--- config.mk ---
export PLATFORM = sky130hd
export DESIGN_NAME = hazard_stall_scoreboard
export DESIGN_NICKNAME = d
export VERILOG_FILES = /design/src/rtl/hazard_stall_scoreboard.sv
export SDC_FILE = /design/constraint.sdc
export NUM_CORES = 1
export LEC_CHECK = 0
export ABC_AREA = 1
export CORE_AREA = 2 2 90 109
export DETAILED_ROUTE_END_ITERATION = 12
export DIE_AREA = 0 0 92 111
export GPL_TIMING_DRIVEN = 0
export PLACE_DENSITY = 0.65
export SETUP_SLACK_MARGIN = 0.3
export SKIP_LAST_GASP = 1
export SLEW_MARGIN = 20
export SYNTH_ARGS = -nofsm -noshare
export SYNTH_HDL_FRONTEND = slang
export SYNTH_SLANG_ARGS = --single-unit
--- constraint.sdc ---
create_clock -name clk -period 4.8 [get_ports clk]
set_input_delay 1.44 -clock clk [delete_from_list [all_inputs] [get_ports clk]]
set_output_delay 1.44 -clock clk [all_outputs]
set_load 0.01 [all_outputs]
--- src/rtl/hazard_stall_scoreboard.sv ---
// ---------------------------------------------------------------------------
// hazard_stall_scoreboard
//
// Tracks the register write intent (provide mask) of every instruction that
// has left ID and is still in flight in the DEPTH back-end stages
// (stage 0 = OF ... stage DEPTH-1 = WB). ID is stalled when the instruction
// it holds reads or writes a register that an older in-flight instruction
// will still write (RAW / WAW). A stalled cycle pushes a bubble into stage 0.
// A freeze from the back end, a branch flush, an optional last-stage bypass
// and a saturating stall-cycle counter are included.
//
// Ports
//   clk           clock, all state updates on the rising edge
//   reset         synchronous, active-high; clears all tracking and stall_cnt
//   id_valid      ID holds a valid decoded instruction
//   id_req        registers read by the ID instruction
//   id_prov       registers written by the ID instruction
//   hold          back-end freeze; every tracked stage keeps its contents
//   flush         redirect; kills the ID instruction and stages 0..DEPTH-2
//                 (the oldest instruction still retires on that edge)
//   id_stall      ID must keep its instruction this cycle
//   id_accept     ID instruction enters stage 0 at this edge
//   pend_mask     OR of provide masks of all valid tracked stages
//   retire_valid  the stage DEPTH-1 instruction leaves the pipe at this edge
//   retire_prov   provide mask of the retiring instruction (0 otherwise)
//   stall_cnt     saturating count of stalled ID cycles
//
// Parameters
//   NUM_REGS   architectural register count (mask width)
//   DEPTH      tracked stages after ID, legal range 2..8
//   BYPASS_EN  1 = the last stage forwards its result, so it never conflicts
//   CNT_W      width of stall_cnt
// ---------------------------------------------------------------------------
module hazard_stall_scoreboard #(
  parameter int NUM_REGS  = 16,
  parameter int DEPTH     = 3,
  parameter int BYPASS_EN = 0,
  parameter int CNT_W     = 16
) (
  input  logic                clk,
  input  logic                reset,
  input  logic                id_valid,
  input  logic [NUM_REGS-1:0] id_req,
  input  logic [NUM_REGS-1:0] id_prov,
  input  logic                hold,
  input  logic                flush,
  output logic                id_stall,
  output logic                id_accept,
  output logic [NUM_REGS-1:0] pend_mask,
  output logic                retire_valid,
  output logic [NUM_REGS-1:0] retire_prov,
  output logic [CNT_W-1:0]    stall_cnt
);

  // Highest stage index that participates in the conflict check. With the
  // bypass enabled the WB stage result is forwarded and is left out.
  localparam int EFF_LAST = (BYPASS_EN != 0) ? DEPTH - 2 : DEPTH - 1;

  // Per-stage tracking. A bubble always carries an all-zero provide mask, so
  // the masks can be ORed without qualifying them with the valid bits.
  logic                vld_p  [DEPTH];
  logic [NUM_REGS-1:0] prov_p [DEPTH];

  logic [NUM_REGS-1:0] pend_all;
  logic [NUM_REGS-1:0] pend_eff;
  logic                conflict;

  function automatic logic [CNT_W-1:0] sat_inc(input logic [CNT_W-1:0] x);
    logic [CNT_W-1:0] one;
    one = '0;
    one[0] = 1'b1;
    if (&x) begin
      return x;
    end
    return x + one;
  endfunction

  // ID stage: hazard detection against the older in-flight instructions only.
  always_comb begin
    pend_all = '0;
    pend_eff = '0;
    for (int k = 0; k < DEPTH; k++) begin
      pend_all = pend_all | prov_p[k];
      if (k <= EFF_LAST) begin
        pend_eff = pend_eff | prov_p[k];
      end
    end
  end

  always_comb begin
    conflict     = id_valid & (|((id_req | id_prov) & pend_eff));
    id_stall     = id_valid & (conflict | hold);
    // Reset gating keeps a dropped pipe from reporting accepts or retires.
    id_accept    = id_valid & ~id_stall & ~flush & ~reset;
    // A flush drains the oldest instruction even while the back end is frozen.
    retire_valid = vld_p[DEPTH-1] & (~hold | flush) & ~reset;
    retire_prov  = retire_valid ? prov_p[DEPTH-1] : '0;
    pend_mask    = pend_all;
  end

  // Stage 0..DEPTH-1: shift register of valid bits and provide masks.
  always_ff @(posedge clk) begin
    if (reset || flush) begin
      for (int k = 0; k < DEPTH; k++) begin
        vld_p[k]  <= 1'b0;
        prov_p[k] <= '0;
      end
    end else if (!hold) begin
      vld_p[0]  <= id_accept;
      prov_p[0] <= id_accept ? id_prov : '0;
      for (int k = 1; k < DEPTH; k++) begin
        vld_p[k]  <= vld_p[k-1];
        prov_p[k] <= prov_p[k-1];
      end
    end
  end

  // Stall statistics: a flushed ID instruction is discarded, not stalled.
  always_ff @(posedge clk) begin
    if (reset) begin
      stall_cnt <= '0;
    end else if (id_stall && !flush) begin
      stall_cnt <= sat_inc(stall_cnt);
    end
  end

endmodule
==> results of run 1 <==
-- cells in the mapped netlist (all sizes together) --
| master | instances | area [um2] |
|---|---|---|
| a21oi | 13 | 98.85 |
| buf | 3 | 25.02 |
| clkbuf | 7 | 26.28 |
| clkinv | 2 | 7.510 |
| dfxtp | 16 | 320.3 |
| edfxtp | 51 | 1531 |
| ha | 1 | 12.51 |
| inv | 90 | 337.8 |
| nand2 | 63 | 266.5 |
| nand3 | 23 | 120.1 |
| nand4 | 17 | 121.4 |
| nor2 | 96 | 377.9 |
| nor3 | 6 | 30.03 |
| nor4 | 1 | 6.260 |
| o21ai | 2 | 10.01 |
| or2 | 16 | 100.1 |
| xnor2 | 2 | 17.52 |
| xor2 | 8 | 70.07 |
-- through the flow --
stage	instances	setup TNS, ps	utilization
floorplan	417	0	-
global placement	627	-3951	0.4858
detailed placement	628	-4522	0.4883
CTS	656	0	0.5312
global route	661	0	0.5478
finish	661	0	0.5478
-- final timing paths --
kind	from	endpoint	slack, ps
setup / recovery	id_req[8]	id_stall	360
hold / removal	stall_cnt[15]	stall_cnt[15]	520
setup reg to reg	prov_p[0][44]	stall_cnt[14]	2650
hold reg to reg	stall_cnt[15]	stall_cnt[15]	520
-- tightest hold or removal path, cell delays in order, from the launching register on --
cell and delay, ps:
dfxtp_1 340, nand2_1 80, a21oi_1 50
-- power groups by stage --
stage	clock network (uW)	logic, uW	registers [uW]
after floorplan	0	68.1	657
after global placement	0	148	658
after detailed placement	0	150	658
after CTS	638	159	646
after global routing	665	177	648
final	632	160	646
-- timing repair --
action,4_1_cts,5_1_grt
endpoints found under the setup margin,18,17
resized for setup,40,46
buffers inserted,13,5
pin swaps,10,40
gates cloned,0,0
-- kinds of logic after synthesis --
logic type      after synthesis  share of synthesized area
simple gates                222                     0.2938
flops                        67                     0.5322
fa+ha+maj                     1                   0.003595
xor+xnor                     10                    0.02517
buf+inv                     102                     0.1140
compound gates               15                    0.03129
-- layout make-up --
cell class / instances / area share
Clock inverter: 3 / 0.007884
Tap cell: 123 / 0.03030
Clock buffer: 12 / 0.04656
Buffer: 10 / 0.01527
Multi-Input combinational cell: 248 / 0.2535
Timing Repair Buffer: 106 / 0.2134
Sequential cell: 67 / 0.3646
Inverter: 92 / 0.06849
-- state kept, by name, indices dropped and copies added, names as in the netlist --
register,cells
prov_p,48
stall_cnt,16
vld_p,3
-- per-layer routing --
metal,part of all wire,wire (um)
met1,0.44,3877
met2,0.49,4339
met3,0.044,388
met4,0.020,176
met5,0,0
==> metrics.txt, run 1 <==
total CTS buffers=9; Syn Nets=455; Worst Path Buf+Inv=5; placed instance area=between 4000 and 5000 um2; first-pass GRT wire length=14200 um; Clock Path Buffers=2; met1 Usage GRT=0.2229; RSZ-0062 raised after global routing=no; post-route setup slack=roughly 360 ps; die width=roughly 92 um; post-route cell area=5079 um2; DRC=0; Startpoint Class=input pin; grt met3 use=0.03059; max_cap viols=0; commonest non-fill, non-tap cells in the layout=nor2_1 (88), inv_1 (86), edfxtp_1 (51), nand2_1 (46), clkdlybuf4s50_1 (39); multi-input logic area=~1300 um2; Design Power=1438 uW; P_leak=0.002362 uW; Final min period=4438 ps; layout cell share with drive strength beyond 1=0.1450; sequential-to-total area share from yosys stat=0.5322; max incr delay on CP=390 ps; synthesized area per cell=8.344 um2; violation count after the first detailed-route iteration=between 100 and 150; hold path cells=2; IO Port Bufs=87; total wire length=8782 um; pre-CTS setup slack=-446.6 ps; GRT overflow=0; r2r worst-path depth=16; Skew-Pair Late Insertion Delay=330 ps; maximum number of pins on one net before global-route repair=34; synthesized area=roughly 3500 um2; I/O pins=88; initial antenna violation count=0; Critical Path AT=around 3000 ps; Wirelength per Cell=approximately 13 um; Clock transition at path regs=~50 ps; DRT antenna net count=0; fmax=roughly 0.23 GHz; CP dominant cell by count=buf_6; Initial Utilization=0.3753; # hold bufs at CTS=0; core area=slightly above 9000 um2; met2 usage=0.3015; register area=around 1900 um2; Int Pwr=about 1100 uW; GR peak layer=met2; row count=39; Net Sw Frac=0.2256; Synth Warn #=0; Seq pwr share=0.449; Critical Path End Type=primary output; Cell Pwr Density=about 280 nW/um2; Layout fillers=~850; synthesized instance count=between 400 and 500; worst path required time=3360 ps; Max VDD drop=~0.15 mV; H-tree Lvls=3; critical path, cell by cell=clkdlybuf4s50_1 > or2_0 > nand2_1 > nand2_1 > nor2_2 > nand2_2 > nor2_4 > buf_6 > buf_6 > a21oi_4 > buf_6 > buf_6; Die Span Y=~110 um; Least-Margin Pin Slew=739.9 ps; vias in the first global route=2978; Critical Setup Path Class=in -> out; slowest CP cell=clkdlybuf4s50_1; CTS tree=done; final worst path period share=0.9245; Nets=572; clk root buf=clkbuf_16; commonest non-fill, non-tap cell in the layout=nor2_1; gr usage total=0.1778; combinational power share=0.111; Slew HR=0.5067; Fin Hold WS=just over 500 ps; Clock Skews=between 4 and 5 ps; diode count=0; register bit count reported by yosys=67; endpoints failing setup=0; Worst Hold Class=reg -> reg; vias per cell=approximately 4.6; First-pass DRT Iterations=4; Max Slew Vio Count=0; Critical Path Fanout Max=2; Synth-to-Final Area Change=45.95%; hpwl dp=between 6000 and 7000 um; run status=completed; CP top delay family=buffers and inverters; die area=just over 10000 um2; Fin. Hold Viols=0; # clock sinks=67; vias=slightly above 3000; switching power=about 320 uW; clock power share=0.440; count of cell types in the netlist=27; routability congestion estimate=between 0.8 and 0.9; stages on the worst setup path=12
(Power assumes the default switching activity.)
==> inputs of run 2 (changes only) <==
- clock period: 4.8 -> 4.3 ns (I/O delays scaled with it)
==> run 2 against run 1 <==
Critical path depth down 1. Core utilization decreased by 1.9 points. Highest routed layer unchanged. Hold slack got worse by 4.8 ps. Critical endpoint is now id_accept. Clock power grew 12%.
==> metrics.txt, run 2 (same netlist as run 1, synthesis figures left out) <==
DRT antenna net count=0 (unchanged); Initial Utilization=0.3753 (unchanged); max FFs per register=48 (unchanged); Clock Path Buffers=2 (unchanged); Final min period=a little under 4000 ps; Critical Path End Type=primary output; Die Span Y=111 um (unchanged); P_leak=0.002109 uW (-11%); critical path, cell by cell=dlygate4sd2_1 > or2_0 > nand2_1 > nand2_1 > nor2_2 > nand2_2 > nor2_4 > nand3_4 > buf_8 > clkinv_4 > buf_6; RSZ-0062 raised after global routing=no; die width=92 um (unchanged); WHS Endpoint=stall_cnt[15]; gr usage total=0.1797 (+0.001890); GRT overflow=0 (unchanged); slowest CP cell=dlygate4sd2_1; Clock transition at path regs=50 ps (about the same); H-tree Lvls=3 (unchanged); worst path required time=3010 ps (-350 ps); vias per cell=4.613 (about the same); CP dominant cell by count=nand2_1; Max VDD drop=0.1639 mV (+6.6%); commonest non-fill, non-tap cell in the layout=nor2_1; Design Power=1594 uW (+11%); hpwl dp=6067 um (unchanged); Skew-Pair Late Insertion Delay=330 ps (about the same); commonest non-fill, non-tap cells in the layout=nor2_1 (88), inv_1 (86), edfxtp_1 (51), nand2_1 (47), dlygate4sd2_1 (38); post-route cell area=4902 um2 (-3.5%); Least-Margin Pin Slew=728.0 ps (-11.99 ps); reg-to-reg slack, setup=2340 ps (-310 ps); DRC=0 (unchanged); Critical Path Fanout Max=3 (+1); Wirelength per Cell=13.18 um (-0.83%); max_cap viols=0 (unchanged); Synth-to-Final Area Change=40.88%; placed instance area=4527 um2 (unchanged); endpoints failing setup=0 (unchanged); fmax=between 0.2 and 0.3 GHz; initial antenna violation count=0 (unchanged); die area=10210 um2 (unchanged); hold path cells=2 (unchanged); CP top delay family=simple AND/OR/NAND/NOR gates; core area=9271 um2 (unchanged); Worst Hold Class=reg -> reg; final worst path period share=0.9146; reg2reg start=prov_p[0][44]; Fin. Hold Viols=0 (unchanged); Cell Pwr Density=325.2 nW/um2 (+15%); Critical Setup Path Class=in -> out; Clock Skews=5.260 ps (+0.3837 ps); diode count=0 (unchanged); run status=completed; Critical Path AT=2640 ps (-360 ps); Worst Path Buf+Inv=4 (-1); total wire length=8643 um (-1.6%); Largest Register=prov_p; violation count after the first detailed-route iteration=131 (+15%); row count=39 (unchanged); maximum number of pins on one net before global-route repair=34 (unchanged); IO Port Bufs=87 (unchanged); vias in the first global route=2985 (+0.24%); # clock sinks=67 (unchanged); CTS tree=done; layout cell share with drive strength beyond 1=0.1463 (+0.001360); worst hold start=stall_cnt[15]; I/O pins=88 (unchanged); biggest regs=prov_p x48, stall_cnt x16, vld_p x3; Max Slew Vio Count=0 (unchanged); max incr delay on CP=250 ps (-140 ps); Startpoint Class=input pin; First-pass DRT Iterations=4 (unchanged); Nets=567 (-0.87%); routability congestion estimate=0.8957 (unchanged); clk root buf=clkbuf_16; first-pass GRT wire length=14310 um (+0.77%); vias=3026 (-0.75%); total CTS buffers=9 (unchanged); r2r worst-path depth=13 (-3); Slew HR=0.5147 (+0.007994); FF-to-FF End=stall_cnt[14]
run 2: cell types whose count changed in the layout (fill, tap and decap cells not counted), moves of 2 or more:
| cell | change |
|---|---|
| dlygate4sd2_1 | +19 |
| buf_4 | -2 |
| clkdlybuf4s50_1 | -6 |
| buf_6 | -4 |
| clkdlybuf4s15_1 | +8 |
| clkbuf_2 | +6 |
| dlymetal6s2s_1 | -27 |
run 2: how the worst max path moves through the flow:
stage,from,endpoint,cells past startpoint
6_report,id_prov[13],id_accept,11
5_1_grt,id_req[7],id_accept,11
4_1_cts,id_prov[1],id_accept,11
3_5_place_dp,id_prov[12],id_accept,11
3_3_place_gp,id_prov[12],id_accept,11
2_1_floorplan,id_prov[12],id_accept,9
run 2: through the flow:
stage | setup TNS, ps | cells | util | setup slack, ps | hold slack [ps]
after floorplan | 0 | 417 | - | 669.8 | 517.7
after global placement | -7442 | 627 | 0.4858 | -649.7 | 502.7
after detailed placement | -8122 | 628 | 0.4883 | -646.6 | 510.0
after CTS | 0 | 656 | 0.5285 | 302.4 | 523.0
after global routing | 0 | 656 | 0.5287 | 298.4 | 549.7
final | 0 | 656 | 0.5287 | 367.2 | 514.6
run 2: repair_timing:
action / 4_1_cts / 5_1_grt
setup buffers: 13 / 0
hold buffers: 0 / 0
resized for setup: 82 / 26
pin swaps: 45 / 24
endpoints found under the setup margin: 19 / 2
run 2: cell type report:
class	count	area (um2)
Fill cell	887	4369
Timing Repair Buffer	101	907.1
Clock buffer	12	236.5
Inverter	92	350.3
Sequential cell	67	1852
Buffer	10	77.57
Clock inverter	3	40.04
Multi-Input combinational cell	248	1285
Tap cell	123	153.9
run 2: worst register-to-register path, delay by kind of cell (launching register included):
family	cells	cell delay [ps]
compound gates	1	120
buf+inv	2	330
flops	1	380
simple gates	10	1070
run 2: layer usage:
metal,part of all wire,GRT usage,up-vias
met5,0,0,-
met4,0.018,0.07463,0
met3,0.049,0.03059,14
met2,0.49,0.3064,82
met1,0.44,0.2243,1407
li1,-,-,1523
run 2: power by group:
group	switching [uW]	total, uW	internal [uW]	leakage, uW
clock network	261	705	444	0.000136
logic	91.8	169	77.0	0.00125
registers	7.16	721	714	0.000724
==> inputs of run 3 (changes only) <==
- CORE_AREA: 2 2 90 109 -> 2 2 97 118
- DIE_AREA: 0 0 92 111 -> 0 0 99 120
- PLACE_DENSITY: 0.65 -> 0.57
==> run 3 against run 2 <==
Via count fell by 1.2%. Die area rose by 16%. Largest cell class unchanged. Cell count rose by 1.2%. Highest routed layer unchanged. Design area barely moved. Hold slack improved by 3.3 ps.
==> metrics.txt, run 3 (same netlist as run 1, synthesis figures left out) <==
run status=completed; GRT overflow=0 (unchanged); First-pass DRT Iterations=4 (unchanged); vias in the first global route=3021 (+1.2%); maximum number of pins on one net before global-route repair=52 (+53%); Fin Hold WS=517.9 ps (+3.336 ps); Finished Layout Cells=664 (+1.2%); Critical Path AT=2640 ps (about the same); core area=10770 um2 (+16%); placed instance area=4523 um2 (about the same); vias=2989 (-1.2%); P_leak=0.002095 uW (-0.68%); commonest non-fill, non-tap cell in the layout=nor2_1; Clock Skews=6.215 ps (+0.9556 ps); # hold bufs at CTS=0 (unchanged); endpoints failing setup=0 (unchanged); Cell Pwr Density=309.4 nW/um2 (-4.9%); diode count=0 (unchanged); layout cell share with drive strength beyond 1=0.1335 (-0.01288); die width=99 um (+7.6%); Critical Path End Type=primary output; Max Slew Vio Count=0 (unchanged); RSZ-0062 raised after global routing=yes; I/O pins=88 (unchanged); fmax=0.2546 GHz (+0.12%); Nets=566 (-0.18%); Least-Margin Pin Slew=709.0 ps (-19.00 ps); first-pass GRT wire length=14390 um (+0.58%); Clock transition at path regs=50 ps (about the same); hpwl dp=6203 um (+2.2%); vias per cell=4.502 (-2.4%); total CTS buffers=9 (unchanged); register area=1852 um2 (unchanged); critical path, cell by cell=dlygate4sd2_1 > or2_0 > nand2_1 > nand2_1 > nor2_2 > nand2_2 > nor2_4 > buf_6 > nand3_4 > buf_8 > clkinv_4 > buf_6; Critical Setup Path Class=in -> out; worst path required time=3010 ps (about the same); violation count after the first detailed-route iteration=140 (+6.9%); DRC=0 (unchanged); slowest CP cell=dlygate4sd2_1; post-route cell area=4901 um2 (about the same); row count=42 (+7.7%); initial antenna violation count=0 (unchanged); Die Span Y=120 um (+8.1%); CTS tree=done; Largest Register=prov_p; max_cap viols=0 (unchanged); DRT antenna net count=0 (unchanged); max FFs per register=48 (unchanged); Layout fillers=1093 (+23%); Skew-Pair Late Insertion Delay=320 ps (about the same); Slew HR=0.5274 (+0.01267); multi-input logic area=1276 um2 (-0.68%); Synth-to-Final Area Change=40.85% (about the same); Max VDD drop=0.1728 mV (+5.4%); Fin. Hold Viols=0 (unchanged); H-tree Lvls=3 (unchanged); biggest regs=prov_p x48, stall_cnt x16, vld_p x3; Post-Place Cells=636 (+1.3%); # clock sinks=67 (unchanged); Wirelength per Cell=13.08 um (-0.72%); Clock Path Buffers=2 (unchanged); Startpoint Class=input pin; routability congestion estimate=0.8998 (+0.46%); total wire length=8685 um (+0.49%); Critical Path Fanout Max=2 (-1); Initial Utilization=0.3230 (-0.05231); clk root buf=clkbuf_16; IO Port Bufs=87 (unchanged); final worst path period share=0.9135 (-0.001134); setup TNS=0 ps (unchanged); max incr delay on CP=220 ps (-30 ps); gr usage total=0.1536 (-0.02609); Final min period=3928 ps (-4.876 ps); die area=11880 um2 (+16%); commonest non-fill, non-tap cells in the layout=nor2_1 (88), inv_1 (86), edfxtp_1 (51), nand2_1 (48), dlygate4sd2_1 (35); Design Power=1517 uW (-4.9%); Worst Hold Class=reg -> reg
-- run 3: path summary, 6_finish.rpt --
| path | slack, ps | endpoint | cells past startpoint | from |
|---|---|---|---|---|
| hold reg to reg | 520 | stall_cnt[3] | 2 | stall_cnt[3] |
| setup reg to reg | 2280 | stall_cnt[4] | 15 | prov_p[0][44] |
| setup / recovery | 370 | id_accept | 12 | id_req[3] |
| hold / removal | 520 | stall_cnt[3] | 2 | stall_cnt[3] |
-- run 3: routing by layer --
metal	up-vias	share of wire	global-route usage
li1	1521	-	-
met1	1376	0.46	0.1955
met2	79	0.48	0.2546
met3	13	0.053	0.03902
met4	0	0.014	0.04966
met5	-	0	0
-- run 3: critical path: cells and delay by family --
| kind | cells | cell delay, ps |
|---|---|---|
| AND/OR/NAND/NOR | 7 | 740 |
| buffers and inverters | 5 | 600 |
-- run 3: stage by stage --
stage                     utilization  setup slack, ps
after global placement         0.4192           -697.4
final                          0.4549            372.1
after global routing           0.4549            299.5
after CTS                      0.4523            258.3
after floorplan                     -            669.8
after detailed placement       0.4199           -702.5
-- run 3: repair_timing --
item,4_1_cts,5_1_grt
resized for setup,83,21
setup endpoints to repair,19,3
pin swaps,46,26
setup buffers,12,1
-- run 3: cell type report --
class,count,area share
Buffer,10,0.01583
Clock buffer,11,0.04749
Clock inverter,4,0.003829
Inverter,92,0.07148
Multi-Input combinational cell,248,0.2604
Sequential cell,67,0.3778
Tap cell,132,0.03370
Timing Repair Buffer,100,0.1894
-- run 3: power by group --
part           total (uW)  leakage, uW  switching, uW  internal, uW
combinational         168      0.00125           91.0          77.2
clock                 627     0.000118            247           380
sequential            721     0.000724           6.99           714
total                1520      0.00209            345          1170
